--- config.mk ---
export PLATFORM = sky130hd
export DESIGN_NAME = fetch_sequencer
export DESIGN_NICKNAME = d
export VERILOG_FILES = /design/src/rtl/fetch_sequencer.sv
export SDC_FILE = /design/constraint.sdc
export NUM_CORES = 1
export LEC_CHECK = 0
export CAP_MARGIN = 20
export CORE_AREA = 3 3 90 92
export CTS_CLUSTER_SIZE = 14
export DETAILED_ROUTE_END_ITERATION = 12
export DIE_AREA = 0 0 93 95
export GPL_ROUTABILITY_DRIVEN = 0
export PLACE_DENSITY = 0.76
export SYNTH_ARGS = -nofsm -noshare
export SYNTH_HDL_FRONTEND = slang
export SYNTH_SLANG_ARGS = --single-unit
--- constraint.sdc ---
create_clock -name clock -period 2.5 [get_ports clock]
set_clock_uncertainty 0.2 [all_clocks]
set_input_delay 0.25 -clock clock [delete_from_list [all_inputs] [get_ports clock]]
set_output_delay 0.25 -clock clock [all_outputs]
set_load 0.02 [all_outputs]
--- src/rtl/fetch_sequencer.sv ---
// Fetch sequencer: owns the PC; advances, holds on hazard/freeze, or waits for branch resolution.
// Latency: PC/state/freeze/timeout registered (1 edge); fetch_enable and npc combinational.
// Backpressure: wait_for_next_in/freeze_in hold fetch; WAIT_TGT emits bubbles until resolution or timeout.
//
// Ports: clock/reset (sync, active-high); hazard inputs wait_for_next_in, freeze_in, jump_in;
// resolution inputs target_valid_in, taken_in, target_in; outputs pc_out, npc_out,
// fetch_enable_out, freeze_out, timeout_out, state_out.
// Optional: define FETCH_PERF_CNT_EN to add stall_count_out / bubble_count_out (saturating).
module fetch_sequencer #(
    parameter int                      BUS_WIDTH    = 32,
    parameter logic [BUS_WIDTH-1:0]    PC_INCREMENT = 1,
    parameter int                      PHASES       = 5,
    parameter logic [BUS_WIDTH-1:0]    RESET_PC     = '0
) (
    input  logic                 clock,
    input  logic                 reset,
    input  logic                 wait_for_next_in,
    input  logic                 freeze_in,
    input  logic                 jump_in,
    input  logic                 target_valid_in,
    input  logic                 taken_in,
    input  logic [BUS_WIDTH-1:0] target_in,
    output logic [BUS_WIDTH-1:0] pc_out,
    output logic [BUS_WIDTH-1:0] npc_out,
    output logic                 fetch_enable_out,
    output logic                 freeze_out,
    output logic                 timeout_out,
`ifdef FETCH_PERF_CNT_EN
    output logic [15:0]          stall_count_out,
    output logic [15:0]          bubble_count_out,
`endif
    output logic [1:0]           state_out
);

    localparam int CNT_W = (PHASES > 1) ? $clog2(PHASES) : 1;

    typedef enum logic [1:0] {
        RUN      = 2'd0,
        HOLD     = 2'd1,
        WAIT_TGT = 2'd2
    } state_t;

    state_t               state, state_nxt;
    logic [BUS_WIDTH-1:0] pc_nxt;
    logic [CNT_W-1:0]     cnt, cnt_nxt;
    logic                 timeout_nxt;
    logic                 hold;

    assign hold             = wait_for_next_in | freeze_in;
    assign fetch_enable_out = (state == RUN) & ~hold & ~jump_in;
    assign npc_out          = pc_out + PC_INCREMENT;
    assign state_out        = state;

    always_comb begin
        state_nxt   = state;
        pc_nxt      = pc_out;
        cnt_nxt     = cnt;
        timeout_nxt = 1'b0;
        case (state)
            RUN: begin
                if (jump_in) begin
                    state_nxt = WAIT_TGT;
                    cnt_nxt   = '0;
                end else if (hold) begin
                    state_nxt = HOLD;
                end else begin
                    pc_nxt = pc_out + PC_INCREMENT;
                end
            end
            HOLD: begin
                if (jump_in) begin
                    state_nxt = WAIT_TGT;
                    cnt_nxt   = '0;
                end else if (!hold) begin
                    state_nxt = RUN;
                end
            end
            WAIT_TGT: begin
                // jump_in and hold are deliberately ignored while a transfer is pending.
                cnt_nxt = cnt + CNT_W'(1);
                if (target_valid_in) begin
                    // Not-taken needs no PC change: the PC was held at the fall-through address.
                    if (taken_in) begin
                        pc_nxt = target_in;
                    end
                    state_nxt = RUN;
                end else if (cnt == CNT_W'(PHASES - 2)) begin
                    // This is the (PHASES-1)th waiting cycle: give up and resume.
                    timeout_nxt = 1'b1;
                    state_nxt   = RUN;
                end
            end
            default: begin
                state_nxt = RUN;
            end
        endcase
    end

    always_ff @(posedge clock) begin
        if (reset) begin
            state       <= RUN;
            pc_out      <= RESET_PC;
            cnt         <= '0;
            freeze_out  <= 1'b0;
            timeout_out <= 1'b0;
        end else begin
            state       <= state_nxt;
            pc_out      <= pc_nxt;
            cnt         <= cnt_nxt;
            freeze_out  <= (state_nxt == WAIT_TGT);
            timeout_out <= timeout_nxt;
        end
    end

`ifdef FETCH_PERF_CNT_EN
    always_ff @(posedge clock) begin
        if (reset) begin
            stall_count_out  <= '0;
            bubble_count_out <= '0;
        end else begin
            if (state == HOLD && stall_count_out != 16'hFFFF) begin
                stall_count_out <= stall_count_out + 16'd1;
            end
            if (state == WAIT_TGT && bubble_count_out != 16'hFFFF) begin
                bubble_count_out <= bubble_count_out + 16'd1;
            end
        end
    end
`endif

endmodule

# After elaboration in Yosys (flattened, before gate mapping)
# Cells that the tools add are included.
classes:
  eq_ne: 9
  n_reduce_logical: 7
  bitwise: 6
  add_sub_neg: 2
  muxes: 15
op_table:
  columns: ["cell", "n"]
  rows:
  - ["$mux 32", 4]
  - ["$pmux 32 s2", 1]
  - ["$add 32x1->32 const B", 1]
  - ["$mux 2", 6]
  - ["$ne 2x2->1 const B", 4]
  - ["$pmux 2 s3", 1]
  - ["$pmux 3 s2", 1]
  - ["$reduce_and 5->1", 1]
  - ["$eq 2x2->1 const B", 2]
  - ["$reduce_bool 2->1", 2]
  - ["$add 3x1->3 const B", 1]
  - ["$eq 3x2->1 const B", 1]
  - ["$mux 3", 1]
  - ["$not 1->1", 3]
  - ["$reduce_or 3->1", 1]
  - ["$and 1x1->1", 2]
  - ["$eq 2x1->1 const B", 1]
  - ["$logic_not 2->1", 1]
  - ["$ne 2x1->1 const B", 1]
  - ["$reduce_and 2->1", 1]
  - ["$reduce_or 2->1", 1]
  - ["$mux 1", 1]
  - ["$or 1x1->1", 1]
word_totals:
  reg_bits: 39
  word_cells: 44

# Longest topological paths before layout
depth:
  depth_word: 5
  depth_mapped: 8
  mapped_depth_nobuf: 6

# Worst setup path after synthesis
# OpenSTA, ideal clock, no wires.
synth_timing:
  path_kind: "register -> output"
  from: "reg pc_out[0]"
  to: "out npc_out[30]"
  n_path_buf: 1
  path_stages_with_launch: 8
  path_slack_ns: -0.061
  arrival_ns: 2.111
  path_cell_list: "dfxtp_1 ha_1 nand3_1 nor2_1 and3_1 clkbuf_1 nor4b_2 xnor2_1"
synth_between:
  elab_chain_len: 1
synth_rtl:
  columns: ["item", "line_no", "rtl"]
  rows:
  - ["start: declaration", "23", "output logic [BUS_WIDTH-1:0] pc_out,"]
  - ["start signal: assignment", "108", "pc_out <= pc_nxt;"]
  - ["$add 32x1->32", "51", "assign npc_out = pc_out + PC_INCREMENT;"]
  - ["end: declaration", "24", "output logic [BUS_WIDTH-1:0] npc_out,"]
# No other way between the ends.

# Final worst setup path
layout_timing:
  from: "reg pc_out[3]"
  to: "out npc_out[24]"
# Same word-level chain as after synthesis.

==> impl_metrics.ini <==
[flow_run]
maxCapViolations = 0

[cells_and_area]
nFillCells = 667
seq_area_sq_um = 789.5
fin_nets = 572
antenna_cells = 0
area_growth_pct = 67.27
stdcell_area_sq_um = 4636
multi_input_area_sq_um = 1978
drive_gt1_share_pct = 24.91

[synth]
synth_area_sq_um = 2771
ys_warn_count = 0
netlist_top_cells_area = dfxtp_1 (28%), xnor2_1 (6.3%), nor2_1 (5.8%)
synth_ff_type = dfxtp_1
synth-seq-area-share_pct = 28.17
syn_nets = 418
yosys.area.top_type_share_pct = 28.17
post-synth-top-area-cell = dfxtp_1
yosysUniqueCellTypes = 46
synth-edff-count = 0
synthesis.instances = 376
synth_async_sr_flop_share_pct = 0
syn_area_per_cell_sq_um = 7.371
ys_ff_latch = 39

[drt]
routed_wl_um = 10100
drc = 0
vias = 3482
initialDrtViolationCount = 202
first_pass_iters = 6
via_per_inst = 5.536
wl_per_cell_um = 16.06
ant_nets = 0

[setup_path]
crit_top_cell = buf_4
crit_required_ps = 2050
criticalPathCategory = flop to output pin
cp-end-kind = output pin
start_kind = flop
crit_family = buffers and inverters
cp_data_arrival_time_ps = 1970
cpMaxStageDelayCell = dlygate4sd2_1
crit_chain = buf_4 > nand4_4 > buf_4 > nor4_2 > nand2_1 > xnor2_1 > dlygate4sd2_1
critPathMaxFanout = 8
critPathMaxStageDelay_ps = 340
path_buf_inv = 3

[floorplan]
ios = 108
row_count = 31
die_w_um = 93
fp.coreArea_sq_um = 7292
die_h_um = 95
die_area_sq_um = 8835
initial_utilization_pct = 38.01

[outcome]
status = complete, no violations

[timing]
min_period_ps = 2422
setup_violations = 0
min_period_over_period_pct = 96.88
fmax_mhz = 412.9
final.setup.tns_ps = 0
rsz0062_at_grt = true
final-hold-violation-count = 0
drv_slew = 0
finalWorstSetupSlack_ps = 77.99
max_slew_margin_pct = 70.41
worstMarginPinSlew_ps = 442.5

[clock_network]
cts.sinks = 39
htreeDepth = 2
cts.reportedPaths.clkPinSlew_ps = 70
root_buffer = clkbuf_8
cts_tree = yes
cts_buffers = 5
hold_buffers = 0
clk_path_buf_depth = 2
clkLatencyLatePin_ps = 290

[global_routing]
grtUsageTotal_pct = 22.44
antenna_found_initial = 0
grt_pass1_vias = 3307
overflow = 0
grt_max_degree = 37
grt_pass1_wl_um = 16150

[pwr]
p_total_w = 0.001528
p_leak_nw = 1.852
max-vdd-ir-drop_mv = 0.2257
power_density_nw_per_um2 = 329.5

[min_path]
min_path_type = flop to flop

[place]
place_area_sq_um = 4449
hpwlAfterDp_um = 7516
port_buffers = 107
pre_cts_slack_ps = -131.2
==> registers in the layout (all words and copies together), names as in the netlist <==
signal       flops
pc_out          32
state_out        2
timeout_out      1
freeze_out       1
cnt              3
==> synthesized netlist by cell type (all sizes together), types with 2 or more instances <==
master / instances
mux2i: 3
nor3: 13
xnor2: 20
and4: 4
a21o: 5
ha: 3
clkbuf: 22
o211ai: 5
nor2: 43
o311ai: 4
dfxtp: 39
nor4b: 2
a31oi: 6
inv: 10
o21a: 4
a21oi: 20
and2: 3
nor4: 10
and3: 9
nand4: 11
o32ai: 6
xor2: 10
a22o: 6
nor2b: 2
nand2: 30
buf: 11
o21ai: 17
nand3: 28
or3: 3
nand2b: 5
a22oi: 13
==> where the power goes <==
part	internal [W]	switching (W)	total [W]	leakage (nW)
sequential	0.000644	0.0000205	0.000664	0.319
clock	0.000217	0.000215	0.000432	0.0470
combinational	0.000210	0.000222	0.000432	1.49
==> cell families after synthesis <==
kind of cell,synth area share [%]
buffers and inverters,6.501
xor gates and xnor gates,9.481
DFF,28.17
and+or+nand+nor,31.01
AOI/OAI and AO/OA,21.99
muxes,1.490
adders and majority gates,1.355
==> final cells by class <==
type	instances	area share (%)
Tap cell	99	2.672
Multi-Input combinational cell	294	42.67
Inverter	10	0.8097
Clock buffer	6	1.781
Timing Repair Buffer	180	34.93
Clock inverter	1	0.1080
Sequential cell	39	17.03
==> per-layer routing <==
metal	share of wire (%)	up-vias	global-route usage (%)
met5	0	-	0
met4	1.6	0	6.349
met3	6.1	18	3.665
met2	50	152	39.29
met1	42	1639	28.44
li1	-	1673	-
==> path summary, 6_finish.rpt <==
| check | end | cells after the start | from | slack (ps) |
|---|---|---|---|---|
| max | npc_out[24] | 7 | pc_out[3] | 80 |
| min | cnt[2] | 2 | cnt[2] | 280 |
| max reg2reg | pc_out[23] | 5 | state_out[1] | 360 |
| min reg2reg | cnt[2] | 2 | cnt[2] | 280 |
==> worst reg2reg max path: stages (launching register included) <==
cell and delay (ps):
dfxtp_1 310, or4_4 540, a21o_1 220, or3_1 350, mux2_2 270, a31oi_1 170
==> through the flow <==
stage | hold slack [ps] | utilization, % | cells
floorplan | 126.7 | - | 376
global placement | 271.1 | 61.02 | 621
detailed placement | 278.0 | 61.02 | 621
CTS | 295.6 | 62.77 | 628
global route | 351.7 | 63.57 | 629
finish | 285.0 | 63.57 | 629
==> what timing repair did <==
action                                 4_1_cts  5_1_grt
resized for setup                           51       46
setup endpoints to repair                   23       22
endpoints found under the hold margin        0        0
buffers inserted                             0        1
pin swaps                                    1        6
==> placed cells by master (no fill, tap or decap), types with 13 or more instances in the layout <==
cell type,count
a21oi_1,19
a22oi_1,13
buf_4,72
clkdlybuf4s50_1,81
dfxtp_1,32
nand2_1,30
nand3_1,23
nor2_1,41
o21ai_0,17
xnor2_1,16
No activity file was read; power rests on OpenSTA's default activity.
